<file path="src/rtl/fifo_stream_arbiter.sv">
// Round-robin merge of CHANNELS first-word-fall-through FIFOs into one FWFT stream.
// The grant is registered, bursts are bounded, and ch0 can preempt at word boundaries.
module fifo_stream_arbiter #(
    parameter int unsigned CHANNELS  = 5,
    parameter int unsigned DSIZE     = 32,
    parameter int unsigned MAX_BURST = 16,
    localparam int unsigned IdxW     = (CHANNELS > 1) ? $clog2(CHANNELS) : 1
) (
    input  logic                      BUS_CLK,
    input  logic                      BUS_RST,
    input  logic [CHANNELS-1:0]       CH_EN,
    input  logic                      PREEMPT_REQ,
    input  logic [CHANNELS-1:0]       CH_EMPTY,
    input  logic [CHANNELS*DSIZE-1:0] CH_DATA,
    output logic [CHANNELS-1:0]       CH_READ,
    input  logic                      OUT_READ,
    output logic                      OUT_EMPTY,
    output logic [DSIZE-1:0]          OUT_DATA,
    output logic                      GRANT_VALID,
    output logic [IdxW-1:0]           GRANT_IDX,
    output logic [31:0]               WORD_CNT
);

    localparam int unsigned BurstW    = (MAX_BURST > 0) ? $clog2(MAX_BURST + 1) : 1;
    localparam int unsigned BurstLast = (MAX_BURST > 0) ? MAX_BURST - 1 : 0;

    typedef enum logic [0:0] {StIdle, StGrant} state_e;

    state_e              state_q, state_d;
    logic [IdxW-1:0]     grant_idx_q, grant_idx_d;
    logic                grant_valid_q, grant_valid_d;
    logic [IdxW-1:0]     rr_q, rr_d;
    logic [BurstW-1:0]   burst_q, burst_d;
    logic [31:0]         word_cnt_q, word_cnt_d;

    logic [CHANNELS-1:0] req;
    logic [IdxW-1:0]     winner;
    logic                found;
    logic                brk;
    logic                pop;

    assign req = CH_EN & ~CH_EMPTY;

    // Preempt picks ch0 outright; otherwise scan upward from rr+1 with wrap-around.
    always_comb begin
        winner = '0;
        found  = 1'b0;
        if (PREEMPT_REQ && req[0]) begin
            found = 1'b1;
        end else begin
            for (int k = 1; k <= int'(CHANNELS); k++) begin
                if (!found && req[(int'(rr_q) + k) % int'(CHANNELS)]) begin
                    found  = 1'b1;
                    winner = IdxW'((int'(rr_q) + k) % int'(CHANNELS));
                end
            end
        end
    end

    always_ff @(posedge BUS_CLK or posedge BUS_RST) begin
        if (BUS_RST) begin
            state_q       <= StIdle;
            grant_idx_q   <= '0;
            grant_valid_q <= 1'b0;
            rr_q          <= IdxW'(CHANNELS - 1);
            burst_q       <= '0;
            word_cnt_q    <= '0;
        end else begin
            state_q       <= state_d;
            grant_idx_q   <= grant_idx_d;
            grant_valid_q <= grant_valid_d;
            rr_q          <= rr_d;
            burst_q       <= burst_d;
            word_cnt_q    <= word_cnt_d;
        end
    end

    always_comb begin
        state_d       = state_q;
        grant_idx_d   = grant_idx_q;
        grant_valid_d = grant_valid_q;
        rr_d          = rr_q;
        burst_d       = burst_q;
        word_cnt_d    = pop ? word_cnt_q + 32'd1 : word_cnt_q;
        unique case (state_q)
            StIdle: begin
                if (found) begin
                    state_d       = StGrant;
                    grant_idx_d   = winner;
                    grant_valid_d = 1'b1;
                    rr_d          = winner;
                    burst_d       = '0;
                end
            end
            StGrant: begin
                if (pop) begin
                    burst_d = burst_q + 1'b1;
                end
                if (OUT_EMPTY ||
                    (pop && (MAX_BURST != 0) && (burst_q == BurstW'(BurstLast)))) begin
                    state_d       = StIdle;
                    grant_valid_d = 1'b0;
                end
            end
            default: state_d = StIdle;
        endcase
    end

    // A preempt blanks the stream for one cycle so no word is popped mid-handover.
    always_comb begin
        OUT_EMPTY = 1'b1;
        OUT_DATA  = '0;
        CH_READ   = '0;
        brk       = 1'b0;
        pop       = 1'b0;
        if (state_q == StGrant) begin
            brk       = PREEMPT_REQ && (grant_idx_q != '0) && req[0];
            OUT_EMPTY = CH_EMPTY[grant_idx_q] | ~CH_EN[grant_idx_q] | brk;
            OUT_DATA  = CH_DATA[grant_idx_q*DSIZE +: DSIZE];
            pop       = OUT_READ & ~OUT_EMPTY;
            CH_READ[grant_idx_q] = pop;
        end
    end

    assign GRANT_VALID = grant_valid_q;
    assign GRANT_IDX   = grant_idx_q;
    assign WORD_CNT    = word_cnt_q;

endmodule

</file>
<file path="config.mk">
export PLATFORM = sky130hd
export DESIGN_NAME = fifo_stream_arbiter
export DESIGN_NICKNAME = d
export VERILOG_FILES = /design/src/rtl/fifo_stream_arbiter.sv
export SDC_FILE = /design/constraint.sdc
export NUM_CORES = 1
export LEC_CHECK = 0
export ABC_CLOCK_PERIOD_IN_PS = 9100
export BUFFER_PORTS_ARGS = -buffer_cell sky130_fd_sc_hd__buf_2
export CORE_MARGIN = 1.5
export CORE_UTILIZATION = 50
export DETAILED_ROUTE_END_ITERATION = 8
export GPL_TIMING_DRIVEN = 1
export PLACE_DENSITY = 0.91
export SYNTH_ARGS = -nofsm -noshare
export SYNTH_HDL_FRONTEND = slang
export SYNTH_SLANG_ARGS = --single-unit
</file>
<file path="constraint.sdc">
create_clock -name BUS_CLK -period 9.1 [get_ports BUS_CLK]
set_clock_uncertainty 0.15 [all_clocks]
set_input_delay 0 -clock BUS_CLK [delete_from_list [all_inputs] [get_ports BUS_CLK]]
set_output_delay 0 -clock BUS_CLK [all_outputs]
set_load 0.02 [all_outputs]
</file>
==> impl_results.rst <==
.. list-table::
   :header-rows: 1

   * - Metric
     - Value
   * - Clock period minus worst slack
     - 5563 ps
   * - Share of the synthesized area in the top cell type
     - 0.2113
   * - First-pass GRT wire length
     - 27,570 µm
   * - Run status
     - finished, final reports clean
   * - TritonCTS Sinks
     - 43
   * - Die width
     - 102.7 µm
   * - PnR worst setup slack
     - 3537 ps
   * - Cell seen most often among critical-path stages
     - ha_1
   * - Worst-path maximum fanout
     - 22
   * - RSZ-0062 raised after global routing
     - false
   * - Total number of vias
     - 5,808
   * - Hold WC Path Type
     - in2reg
   * - Reg2Reg Capture Point
     - GRANT_IDX[0]
   * - Depth of the most critical reg-to-reg path
     - 17
   * - Most common cell in the netlist
     - nor2_1
   * - CTS tree
     - built
   * - Fraction of final layout cells with drive strength greater than 1
     - 0.3433
   * - Worst-path cell with the longest stage delay
     - ha_1
   * - Die Span Y
     - 102.7 µm
   * - Count of input and output buffers
     - 247
   * - Number of max-cap violations
     - 0
   * - Slew @ Worst Pin
     - 1106 ps
   * - Iteration-0 DRC count of the detailed router
     - 462
   * - Crit path required time
     - 9130 ps
   * - Number of ports placed on the die boundary
     - 248
   * - Rel. slew slack
     - 0.2629
   * - Worst slack at placement
     - 3620 ps
   * - Count of warnings emitted by yosys
     - 0
   * - Total clock buffers created by CTS
     - 5
   * - Unique masters post-synth
     - 80
   * - Source of the critical timing path
     - GRANT_IDX[1]
   * - Vias in the first global route
     - 5,207
   * - Standard cell core area
     - 9729 µm²
   * - Critical path data arrival time
     - 5590 ps
   * - Fill cell instance count of the final layout
     - 834
   * - Cells after Synth
     - 613
   * - Hold Path Origin
     - CH_EMPTY[4]
   * - Sum of overflow across all layers after global routing
     - 0
   * - Total setup violations reported at the end of the flow
     - 0
   * - Antenna violations before repair
     - 14
   * - Flip-flop cell with the highest count after synthesis
     - dfrtp_1
   * - Power Dens Cells
     - 318.0 nW/µm²
   * - Die Footprint
     - 10,560 µm²
   * - Area of the mapped netlist
     - 4975 µm²
   * - Final Power
     - 2.056 mW
   * - Type of element capturing the critical path
     - flip-flop
   * - Effective utilization at floorplan
     - 0.5113
   * - Leakage power
     - 3.151 nW
   * - Root Driver
     - clkbuf_8
   * - Post-cts sizing count
     - 0
   * - Crit share post-route
     - 0.6114
   * - Setup crit end
     - GRANT_IDX[0]
   * - Share of synthesized registers carrying an async set or reset
     - 1.000
   * - Sequential area share after synthesis
     - 0.2165
   * - H-tree level count
     - 2
   * - Final weighted congestion in routability-driven placement
     - 1.019
   * - Total instance count after detailed placement
     - 962
   * - Buf+Inv Stages, Crit Path
     - 1
   * - Maximum frequency from static timing analysis
     - 179.7 MHz
   * - Count of nets after finishing
     - 1,038
   * - Maximum number of pins on one net before global-route repair
     - 69
   * - Fin Setup TNS
     - 0 ps
   * - Wire length per cell after detailed routing
     - 19.39 µm
   * - Maximum VDD drop
     - 0.2060 mV
   * - Slack of the worst reg-to-reg path
     - 3540 ps
   * - Share of the core filled with cells in the final layout
     - 0.6644
   * - Maximum buffer depth of the clock tree
     - 2
   * - Path type of the worst setup path
     - reg2reg
   * - Smallest hold slack
     - 115.9 ps
   * - Skew-Pair Late Insertion Delay
     - 300 ps
   * - Placement Cell Area
     - 6284 µm²
   * - Worst path top cell family by delay
     - adder cells
   * - Maximum single-stage delay on the critical path
     - 890 ps
   * - Number of cells on the critical path
     - 17
   * - Synthesized area divided by synthesized cell count
     - 8.115 µm²
   * - Clock transition at path regs
     - 80 ps
   * - Post-CTS setup buffers
     - 0
   * - Startpoint of the most critical register-to-register path
     - GRANT_IDX[1]
   * - Area Growth Syn to Fin
     - 29.93%
   * - Number of pins with negative max-slew slack in the final report
     - 0
   * - Ordered cell list for the critical path
     - inv_1, ha_1, ha_1, nor2_1, a21oi_1, xnor2_1, ha_1, nor2b_1, a2111oi_1, a211oi_2, nor3b_1, a31oi_1, or3_1, nand3_1, a21oi_1, o21a_1, or3_1
   * - Detailed Routing Iterations Pass 1
     - 5
   * - Cts hold-fix bufs
     - 2
   * - Row count
     - 36
   * - List of most frequent post-synthesis cells
     - nor2_1 (58), a21oi_1 (53), mux2i_1 (48)
   * - Synthesized netlist net count
     - 813
   * - Vias per std cell
     - 5.908
   * - Final hold violations
     - 0
   * - Biggest area contributors in the synthesized netlist
     - dfrtp_1 (21%), mux2i_1 (9.7%), ha_1 (6.5%)
   * - Total non-filler cell area in the finished layout
     - 6464 µm²
   * - Flip-flop and latch count after synthesis
     - 43
   * - DRC violation count after routing
     - 0
   * - Number of flops mapped to enable cells by yosys
     - 0
   * - Critical path launch point type
     - flip-flop
   * - Number of nets with antenna violations after routing
     - 0
   * - Post-Layout Cell Count
     - 983
   * - Global Route Usage Sum
     - 0.3418
   * - Detailed placement HPWL
     - 15,110 µm
   * - Most area-hungry cell type in the Yosys netlist
     - dfrtp_1
   * - Final wirelength
     - 19,060 µm
==> worst reg2reg max path, cell delays in order, from the launching register on <==
cell and delay [ps]:
dfrtp_1 790, inv_1 340, ha_1 890, ha_1 290, nor2_1 80, a21oi_1 220
xnor2_1 190, ha_1 300, nor2b_1 150, a2111oi_1 430, a211oi_2 170, nor3b_1 210
a31oi_1 60, or3_1 440, nand3_1 140, a21oi_1 80, o21a_1 190, or3_1 330
==> worst min-delay path by stage <==
stage | endpoint | slack [ps] | depth (start not counted)
after detailed placement | burst_q[4] | 8 | 3
after global routing | rr_q[2] | 160 | 5
after global placement | burst_q[4] | 6 | 3
after floorplan | state_q | 30 | 3
after CTS | rr_q[2] | 100 | 5
final | state_q | 120 | 6
==> registers in the layout, indices dropped and copies added, names as in the netlist <==
signal	count
state_q	1
WORD_CNT	32
burst_q	5
rr_q	1
GRANT_IDX	3
GRANT_VALID	1
==> layer usage <==
layer / vias up / global-route usage / share of wire
li1: 2703 / - / -
met1: 2745 / 0.4351 / 0.39
met2: 298 / 0.5217 / 0.45
met3: 56 / 0.1220 / 0.11
met4: 6 / 0.1538 / 0.050
met5: - / 0.01442 / 0.0018
==> final cells by class <==
cell class,count,area [µm²],area share
Antenna cell,11,27.53,0.004259
Clock buffer,6,72.57,0.01123
Clock inverter,2,60.06,0.009292
Inverter,23,86.33,0.01336
Multi-Input combinational cell,510,3669,0.5676
Sequential cell,43,1081,0.1672
Tap cell,133,166.4,0.02575
Timing Repair Buffer,255,1301,0.2013
==> cell families (layout without fill, tap and decap cells) <==
| family | after synthesis | in the layout | share of synthesized area |
|---|---|---|---|
| muxes | 53 | 53 | 0.1170 |
| buffers and inverters | 60 | 286 | 0.04929 |
| DFF | 43 | 43 | 0.2166 |
| and+or+nand+nor | 202 | 202 | 0.2050 |
| adders and majority gates | 26 | 26 | 0.06539 |
| AOI/OAI and AO/OA | 188 | 188 | 0.2716 |
| xor gates and xnor gates | 41 | 41 | 0.07520 |
| other | 0 | 11 | 0 |
==> power breakdown <==
part           internal, mW  switching (mW)  total (mW)
clock network         0.110          0.0653       0.175
logic                 0.624           0.983        1.61
registers             0.215          0.0584       0.273
total                 0.949            1.11        2.06
==> placed cells by master, fill, tap and decap left out, types with 7 or more instances in the layout <==
cell / instances
o21ai_1: 9
nor2_1: 58
nor3_1: 9
dfrtp_1: 41
inv_1: 21
nand4_1: 8
xnor2_1: 35
ha_1: 26
diode_2: 11
a21oi_1: 53
nand3_1: 22
a21boi_0: 33
buf_2: 247
nand2_1: 40
mux2i_1: 48
nor2b_1: 8
and3_1: 11
a22oi_1: 35
nand2b_1: 10
o21ai_0: 7
No activity file was read; power rests on OpenSTA's default activity.
